$ cat src/rtl/serie_paralelo_sync_rx.sv
// Receive-path deserializer: recovers word alignment from a repeated comma
// symbol on a 1-bit serial line and emits aligned words held between boundaries.
module serie_paralelo_sync_rx #(
   parameter int unsigned      WIDTH     = 4,
   parameter logic [WIDTH-1:0] COM       = 4'hC,
   parameter int unsigned      COM_COUNT = 4
) (
   input  logic             clk_32f,
   input  logic             reset_L,
   input  logic             data_in,
   output logic [WIDTH-1:0] data_out,
   output logic             valid_out,
   output logic             active
);

   localparam int unsigned CntW = (WIDTH > 1) ? $clog2(WIDTH) : 1;
   localparam int unsigned ComW = $clog2(COM_COUNT + 1);
   localparam logic [CntW-1:0] LastBit   = CntW'(WIDTH - 1);
   localparam logic [ComW-1:0] ComTarget = ComW'(COM_COUNT);

   typedef enum logic [1:0] {StSearch, StAlign, StActive} state_e;

   state_e            state_q, state_d;
   logic [WIDTH-1:0]  shift_q, shift_d;
   logic [CntW-1:0]   bit_cnt_q, bit_cnt_d;
   logic [ComW-1:0]   com_cnt_q, com_cnt_d;
   logic [WIDTH-1:0]  data_q, data_d;
   logic              valid_q, valid_d;
   logic              active_q, active_d;

   logic [WIDTH-1:0]  window;
   logic              is_com;
   logic              boundary;

   // Window includes the bit arriving this cycle so a match is seen on its last bit.
   assign window   = {shift_q[WIDTH-2:0], data_in};
   assign is_com   = (window == COM);
   assign boundary = (bit_cnt_q == LastBit);

   // Next-state logic: comma search, alignment confirmation, and word capture.
   always_comb begin
      state_d   = state_q;
      shift_d   = window;
      bit_cnt_d = bit_cnt_q;
      com_cnt_d = com_cnt_q;
      data_d    = data_q;
      valid_d   = valid_q;
      active_d  = active_q;

      unique case (state_q)
         StSearch: begin
            if (is_com) begin
               bit_cnt_d = '0;
               com_cnt_d = ComW'(1);
               if (COM_COUNT == 1) begin
                  state_d  = StActive;
                  active_d = 1'b1;
               end else begin
                  state_d = StAlign;
               end
            end
         end
         StAlign: begin
            bit_cnt_d = boundary ? '0 : bit_cnt_q + 1'b1;
            if (boundary) begin
               if (is_com) begin
                  if (com_cnt_q != ComTarget) begin
                     com_cnt_d = com_cnt_q + 1'b1;
                  end
                  if (com_cnt_d == ComTarget) begin
                     state_d  = StActive;
                     active_d = 1'b1;
                  end
               end else begin
                  // Match was a false comma straddling words; slide again.
                  com_cnt_d = '0;
                  state_d   = StSearch;
               end
            end
         end
         StActive: begin
            bit_cnt_d = boundary ? '0 : bit_cnt_q + 1'b1;
            if (boundary) begin
               if (is_com) begin
                  valid_d = 1'b0;
               end else begin
                  data_d  = window;
                  valid_d = 1'b1;
               end
            end
         end
         default: state_d = StSearch;
      endcase
   end

   // State register with synchronous active-low reset.
   always_ff @(posedge clk_32f) begin
      if (!reset_L) begin
         state_q   <= StSearch;
         shift_q   <= '0;
         bit_cnt_q <= '0;
         com_cnt_q <= '0;
         data_q    <= '0;
         valid_q   <= 1'b0;
         active_q  <= 1'b0;
      end else begin
         state_q   <= state_d;
         shift_q   <= shift_d;
         bit_cnt_q <= bit_cnt_d;
         com_cnt_q <= com_cnt_d;
         data_q    <= data_d;
         valid_q   <= valid_d;
         active_q  <= active_d;
      end
   end

   assign data_out  = data_q;
   assign valid_out = valid_q;
   assign active    = active_q;

endmodule

$ cat config.mk
export PLATFORM = sky130hd
export DESIGN_NAME = serie_paralelo_sync_rx
export DESIGN_NICKNAME = d
export VERILOG_FILES = /design/src/rtl/serie_paralelo_sync_rx.sv
export SDC_FILE = /design/constraint.sdc
export NUM_CORES = 1
export LEC_CHECK = 0
export ABC_AREA = 1
export CAP_MARGIN = 20
export CORE_UTILIZATION = 54
export DETAILED_ROUTE_END_ITERATION = 8
export GPL_ROUTABILITY_DRIVEN = 1
export HOLD_SLACK_MARGIN = 0.08
export MAX_ROUTING_LAYER = met4
export PLACE_DENSITY_LB_ADDON = 0.08
export RECOVER_POWER = 50
export SYNTH_ARGS = -nofsm -noshare
export SYNTH_HDL_FRONTEND = slang
export SYNTH_SLANG_ARGS = --single-unit
export TNS_END_PERCENT = 5
$ cat constraint.sdc
create_clock -name clk_32f -period 1.5 [get_ports clk_32f]
set_input_delay 0.3 -clock clk_32f [delete_from_list [all_inputs] [get_ports clk_32f]]
set_output_delay 0.3 -clock clk_32f [all_outputs]
set_load 0.03 [all_outputs]
### Word-level counts from Yosys, hierarchy flattened

Cells that the tools add are included.

| storage, ports and cells | value |
|---|---|
| register bits after elaboration | 16 |
| input port bits | 3 |

| cells by class | value |
|---|---|
| add/sub/neg operators | 2 |
| equality and inequality tests | 9 |
| multiplexer cells | 17 |
| bitwise gates (word level) | 2 |
| reductions and logical operators | 10 |

Operators by type and width:

| kind | count |
|---|---|
| 3-bit two-way mux | 7 |
| 2-bit two-way mux | 6 |
| 4-bit AND reduction | 2 |
| 3-bit inequality test, second input constant | 2 |
| 2-bit case mux with 3 select lines | 1 |
| 3-bit case mux with 2 select lines | 1 |
| 3-bit AND reduction | 2 |
| 2-bit == test, second input constant | 2 |
| 4-bit == test, second input constant | 1 |
| 2-bit inequality test, second input constant | 2 |
| 2-bit case mux with 2 select lines | 1 |
| 2-bit AND reduction | 2 |
| 2-bit nonzero test | 2 |
| 3-bit by 1-bit adder with 3-bit output, second input constant | 1 |
| 3-bit == test, second input constant | 1 |
| 2-bit by 1-bit adder with 2-bit output, second input constant | 1 |
| 2-bit by 1-bit == test with 1-bit output, second input constant | 1 |
| 2-bit zero test | 1 |
| 1-bit NOT | 2 |
| 2-bit OR reduction | 1 |
| 1-bit two-way mux | 1 |

### Longest topological paths before layout

Gate-level depths: netlist (run 1).

| depth | value |
|---|---|
| depth after elaboration | 10 |
| depth in mapped cells | 10 |
| gate-level depth less buffers | 10 |

### Least setup slack after synthesis (run 1)

OpenSTA, ideal clock, no wires.

| path | value |
|---|---|
| kind | register to register |
| from | reg com_cnt_q[0] |
| to | reg state_q[0] |
| library setup time | 0.113 ns |
| data arrival time | 1.120 ns |
| slack | 0.267 ns |
| stages on the path, launching flop included | 11 |
| cells stage by stage | dfxtp_1 > inv_1 > ha_1 > nand2_2 > nand2_1 > nand2_1 > nand3_2 > nand2_2 > nand3_1 > nand2_1 > nor2_1 |

| between the ends | value |
|---|---|
| word-level cells in the longest chain between the ends | 8 |

Ends and longest elaborated chain:

| what | RTL line | RTL |
|---|---|---|
| from (decl) | 26 | `logic [ComW-1:0] com_cnt_q, com_cnt_d;` |
| from (signal assigned) | 110 | `com_cnt_q <= com_cnt_d;` |
| 3-bit by 1-bit adder with 3-bit output / 3-bit inequality test (equally long branches) | 68, 67 |  |
| 3-bit two-way mux * | 67 | `if (com_cnt_q != ComTarget) begin` |
| 3-bit two-way mux * | 66 | `if (is_com) begin` |
| 3-bit two-way mux * | 65 | `if (boundary) begin` |
| 3-bit two-way mux * | 50 | `unique case (state_q)` |
| 3-bit == test * | 70 | `if (com_cnt_d == ComTarget) begin` |
| 3-bit inequality test (no line) * | -- |  |
| 4-bit AND reduction (no line) * | -- |  |
| to (signal assigned) | 99 | `state_q <= StSearch;` |
| to (signal assigned) | 107 | `state_q <= state_d;` |
| to (decl) | 23 | `state_e state_q, state_d;` |

Mark *: on every way between the ends. The rest lies on a longest branch, timed or not. The select of a mux whose other input is x is not followed.
A chain may end at the register's enable or synchronous reset.

### Worst setup path in the final report (run 1)

| path | value |
|---|---|
| from | reg valid_q (netlist: valid_out) |
| to | out valid_out |

RTL lines:

| what | RTL line | RTL |
|---|---|---|
| from (decl) | 28 | `logic valid_q, valid_d;` |
| from (signal assigned) | 112 | `valid_q <= valid_d;` |
| to (decl) | 12 | `output logic valid_out,` |

No word-level cell between the ends.

==> results.md, run 1 <==
* Post-CTS sizing at 6
* Worst-path fanout max at 2
* Commonest register cell after synthesis: dfxtp_1
* Max Freq at 0.754 GHz
* Inserted Diodes at 0
* Worst VDD drop at 0.959 mV
* H-tree Lvls at 1
* CP top delay family: buffers and inverters
* Syn Nets at 117
* CTS root buf: clkbuf_4
* Slew margin rel. at 80.0%
* First-pass GRT wire length at 2440 µm
* Initial DRT Pass Iterations at 4
* Worst Skew at 0.00384 ns
* Initial antenna violation count at 0
* Synthesized area per cell at 8.07 µm²
* Die Span Y at 42.2 µm
* Power per cell area at 1300 nW/µm²
* Status: complete, no violations
* Largest net degree at the start of global routing at 10
* Critical path capture point type: output port
* Final core utilization at 67.2%
* Critical Path Start Type: flop
* Layout cells sized above 1 at 26.0%
* Worst min-delay path category: flop to flop
* Synth-to-layout area growth at 16.1%
* Fill cell count at 152
* Register area share after synthesis at 36.7%
* Slew @ Worst Pin at 0.301 ns
* Initial Utilization at 57.9%
* Slowest-stage cell, CP: dlygate4sd2_1
* Worst Path Buf+Inv at 1
* # rows at 14
* Core Area at 1510 µm²
* GPL Wtd Cong at 0.776
* Clock transition at path regs at 0.09 ns
* Port buffer count at 8
* Period utilisation layout at 88.4%
* CP cell instances: dlygate4sd2_1
* Crit path time final at 1.33 ns
* Overall Global Routing Usage at 18.5%
* DRC at 0
* Placed inst area at 991 µm²
* Worst-Skew Late Latency at 0.29 ns
* 1st-iter DRT viols at 5
* Drt wl/cell at 9.76 µm
* IO Pins at 9
* CTS tree: done
* Setup TNS at 0 ns
* Kind of critical path: flop to output port
* Drt via density at 4.87
* Leak at 0.459 nW
* Cells after Synth at 108
* Async SR Flop Fraction at 0%
* Storage cell area at 320 µm²
* Via count at 677
* Antenna-violating nets left at 0
* Max-slew violation count at 0
* Deepest clock path buffer count at 2
* Number of global-route vias before repair at 622
* Congestion Overflow GR at 0
* Cts hold-fix bufs at 0
* Final setup vio count at 0
* TritonCTS buffer count at 3
* Total length of routed wires at 1360 µm
* Area of the multi-input gates at 464 µm²
* Library cells used by synthesis at 21
* # clock sinks at 16
* Number of synthesized flops with an enable pin at 0
* Die area at 1780 µm²
* Synthesis-stage register bit count at 16
* Max-cap viol count at 0
* Post-CTS setup repair buffer count at 0
* CP arrival at 1.03 ns
* Synthesis Warnings at 0
* Hold Vio Cnt, Final at 0
* Design area at 1010 µm²
* Die X-Extent at 42.2 µm
* WP data required at 1.20 ns
* Cell Area, Synth at 872 µm²
* Max incr delay on CP at 0.40 ns
* Nets at 133
* Post-DP HPWL at 1130 µm
* RSZ-0062 raised after global routing: no
## cell type report
cell class	instances	area share [%]
multi-input combinational	71	45.9
tap	16	1.98
clock buffer	4	3.58
inverter	20	7.54
sequential	16	31.6
timing repair buffer	12	9.39
## registers in the layout, indices dropped and copies added (netlist names)
register   count
com_cnt_q      3
valid_out      1
bit_cnt_q      2
state_q        2
data_out       4
active         1
shift_q        3
## final timing paths
kind / from / end / slack, ns / cells after the start
setup / recovery: valid_out / valid_out / 0.17 / 1
hold / removal: data_out[2] / data_out[2] / 0.45 / 2
setup reg to reg: state_q[0] / state_q[0] / 0.19 / 8
hold reg to reg: data_out[2] / data_out[2] / 0.45 / 2
## cells in the final DEF (no fill, tap or decap), drive strengths merged, types with 2 or more instances in the layout
cell type and n:
nand2 28, inv 19, dfxtp 16, nor2 11, nand3 10, a21oi 9
ha 6, dlygate4sd2 6, o21ai 6, clkbuf 6, buf 2
## kinds of logic after synthesis
group / Yosys count / synth area share [%]
compound gates: 16 / 11.9
fa+ha+maj: 6 / 8.61
buf+inv: 21 / 10.0
flops: 16 / 36.7
simple gates: 49 / 32.7
## cell usage after synthesis, types with 2 or more instances
| library cell | count | share of area (%) |
|---|---|---|
| nor2_2 | 2 | 1.4 |
| ha_1 | 6 | 8.6 |
| dfxtp_1 | 16 | 37 |
| inv_1 | 15 | 6.5 |
| a21oi_2 | 4 | 4.0 |
| o21ai_2 | 2 | 2.0 |
| nand2_1 | 21 | 9.0 |
| nand3_2 | 3 | 3.4 |
| nand2_4 | 3 | 3.9 |
| nor2_1 | 7 | 3.0 |
| nand2_2 | 4 | 2.9 |
| nand3_1 | 6 | 3.4 |
| a21oi_1 | 5 | 2.9 |
| o21ai_0 | 4 | 2.3 |
| inv_2 | 4 | 1.7 |
## per-stage QoR
stage	worst slack (ns)	total power, mW	instances	hold WS [ns]
after floorplan	0.267	0.962	108	0.407
after global placement	-0.0265	1.04	135	0.437
after detailed placement	-0.0494	1.05	135	0.439
after CTS	0.159	1.34	139	0.453
after global routing	0.0461	1.42	139	0.480
final	0.173	1.32	139	0.449
## routing by layer
metal  vias up  GRT usage (%)  share of wire, %  wire (µm)
li1        365              -                 -          -
met4         0           11.3               2.5         34
met1       298           23.3                50        680
met5         -              -                 0          0
met2         9           28.0                45        608
met3         5           2.59               2.6         35
## power by group
part	internal [mW]	total, mW	switching [mW]	leakage (nW)
Clock	0.148	0.283	0.136	0.0210
Sequential	0.465	0.492	0.0262	0.130
Combinational	0.205	0.543	0.339	0.308
Total	0.818	1.32	0.501	0.459
Note: power is estimated with default switching activity, not from simulation.
==> run 2, diff against run 1 <==
--- a/config.mk
+++ b/config.mk
@@ -10,7 +10,6 @@
 export CORE_UTILIZATION = 54
 export DETAILED_ROUTE_END_ITERATION = 8
 export GPL_ROUTABILITY_DRIVEN = 1
-export HOLD_SLACK_MARGIN = 0.08
 export MAX_ROUTING_LAYER = met4
 export PLACE_DENSITY_LB_ADDON = 0.08
 export RECOVER_POWER = 50
==> results of run 2 <==
No change in the layout: final DEF, timing and power equal those of run 1.
==> run 3, diff against run 2 <==
--- a/config.mk
+++ b/config.mk
@@ -7,6 +7,7 @@
 export LEC_CHECK = 0
 export ABC_AREA = 1
 export CAP_MARGIN = 20
+export CORE_MARGIN = 2
 export CORE_UTILIZATION = 54
 export DETAILED_ROUTE_END_ITERATION = 8
 export GPL_ROUTABILITY_DRIVEN = 1
==> results.md, run 3 (same netlist as run 1, synthesis figures left out) <==
* Initial DRT Pass Iterations at 4 (unchanged)
* DRC at 0 (unchanged)
* Total length of routed wires at 1400 µm (was 1360 µm)
* CTS root buf: clkbuf_4 (unchanged)
* Crit path time final at 1.34 ns (was 1.33 ns)
* Max-slew violation count at 0 (unchanged)
* # clock sinks at 16 (unchanged)
* Layout cells sized above 1 at 26.0% (unchanged)
* RSZ-0062 raised after global routing: no (unchanged)
* Largest register FFs at 4 (unchanged)
* Critical path capture point type: flop (was output port)
* First-pass GRT wire length at 2500 µm (was 2440 µm)
* Worst min-delay path category: flop to flop (unchanged)
* Net Switching at 0.503 mW (was 0.501 mW)
* Congestion Overflow GR at 0 (unchanged)
* Max Freq at 0.746 GHz (was 0.754 GHz)
* Nets at 133 (unchanged)
* Inserted Diodes at 0 (unchanged)
* Worst VDD drop at 0.899 mV (was 0.959 mV)
* Critical Path Start Type: flop (unchanged)
* Drt wl/cell at 10.1 µm (was 9.76 µm)
* Overall Global Routing Usage at 18.2% (was 18.5%)
* Die area at 1950 µm² (was 1780 µm²)
* Leak at 0.459 nW (unchanged)
* GPL Wtd Cong at 0.754 (was 0.776)
* Synth-to-layout area growth at 16.1% (unchanged)
* WP data required at 1.70 ns (was 1.20 ns)
* Power per cell area at 1300 nW/µm² (about the same)
* Slew @ Worst Pin at 0.303 ns (was 0.301 ns)
* CP arrival at 1.54 ns (was 1.03 ns)
* Worst-path fanout max at 4 (was 2)
* Status: complete, no violations (unchanged)
* 1st-iter DRT viols at 15 (was 5)
* TritonCTS buffer count at 3 (unchanged)
* Place WS at -0.0602 ns (was -0.0494 ns)
* Clock share of power at 21.5% (about the same)
* Die X-Extent at 44.2 µm (was 42.2 µm)
* Post-CTS sizing at 6 (unchanged)
* Initial Utilization at 57.9% (unchanged)
* Worst Skew at 0.00562 ns (was 0.00384 ns)
* IO Pins at 9 (unchanged)
* CTS tree: done (unchanged)
* Period utilisation layout at 89.4% (was 88.4%)
* Antenna-violating nets left at 0 (unchanged)
* Deepest clock path buffer count at 2 (unchanged)
* Final core utilization at 67.2% (unchanged)
* Max-cap viol count at 0 (unchanged)
* Fill cell count at 151 (was 152)
* Kind of critical path: flop to flop (was flop to output port)
* Worst-Skew Late Latency at 0.29 ns (about the same)
* Commonest non-fill, non-tap cell in the layout: nand2_1 (unchanged)
* Cts hold-fix bufs at 0 (unchanged)
* Post-DP HPWL at 1130 µm (about the same)
* Initial antenna violation count at 0 (unchanged)
* Combinational Power Share at 41.2% (about the same)
* Number of global-route vias before repair at 615 (was 622)
* Commonest cells after routing, fill and taps aside: nand2_1 (21), dfxtp_1 (16), inv_1 (15) (unchanged)
* Sequential Power Share at 37.3% (about the same)
* H-tree Lvls at 1 (unchanged)
* Switching share of total power at 38.1% (was 38.0%)
* Pint at 0.818 mW (about the same)
* Largest net degree at the start of global routing at 10 (unchanged)
* Post-CTS setup repair buffer count at 0 (unchanged)
* Port buffer count at 8 (unchanged)
* # rows at 14 (unchanged)
* Final setup vio count at 0 (unchanged)
* Hold Vio Cnt, Final at 0 (unchanged)
* Clock transition at path regs at 0.09 ns (about the same)
* Drt via density at 4.96 (was 4.87)
* Setup ws final at 0.159 ns (was 0.173 ns)
* Via count at 689 (was 677)
* Slew margin rel. at 79.9% (was 80.0%)
* Core Area at 1510 µm² (unchanged)
* Die Span Y at 44.2 µm (was 42.2 µm)
==> run 3: cell counts in the layout (fill, tap and decap cells not counted) <==
No cell type changed its count.
==> run 3: metal layers <==
metal	track usage [%]	share of wire (%)
met1	22.4	49
met2	28.2	45
met3	3.67	4.3
met4	9.09	1.6
met5	-	0
==> run 3: worst max-delay path: stages (launching register included) <==
cell	delay, ns
dfxtp_1	0.39
inv_1	0.08
ha_1	0.29
nand2_4	0.14
nand2_4	0.07
nor2_8	0.10
nand3_1	0.08
nand2_1	0.06
nor2_1	0.04
==> run 3: path summary, 6_finish.rpt <==
check                    from     endpoint  slack [ns]  depth (start not counted)
setup / recovery   state_q[0]   state_q[0]        0.16                          8
hold reg to reg   data_out[2]  data_out[2]        0.45                          2
hold / removal    data_out[2]  data_out[2]        0.45                          2
setup reg to reg   state_q[0]   state_q[0]        0.16                          8
==> run 3: layout make-up <==
type / instances / area, µm² / share of cell area [%]
sequential: 16 / 320 / 31.6
inverter: 20 / 76.3 / 7.54
multi-input combinational: 71 / 464 / 45.9
clock buffer: 4 / 36.3 / 3.58
tap: 16 / 20.0 / 1.98
timing repair buffer: 12 / 95.1 / 9.39
==> run 3: power by group through the flow <==
stage	Sequential (mW)	Combinational [mW]	Clock, mW
2_1_floorplan	0.500	0.462	0
3_3_place_gp	0.502	0.536	0
3_5_place_dp	0.503	0.551	0
4_1_cts	0.493	0.552	0.295
5_1_grt	0.500	0.603	0.315
6_report	0.493	0.544	0.284
==> run 3: through the flow <==
step	power (mW)	instance area [µm²]	hold slack (ns)	instances	TNS [ns]
2_1_floorplan	0.962	872	0.407	108	0
3_3_place_gp	1.04	991	0.435	135	-0.0360
3_5_place_dp	1.05	991	0.441	135	-0.126
4_1_cts	1.34	1020	0.452	139	0
5_1_grt	1.42	1010	0.484	139	0
6_report	1.32	1010	0.448	139	0
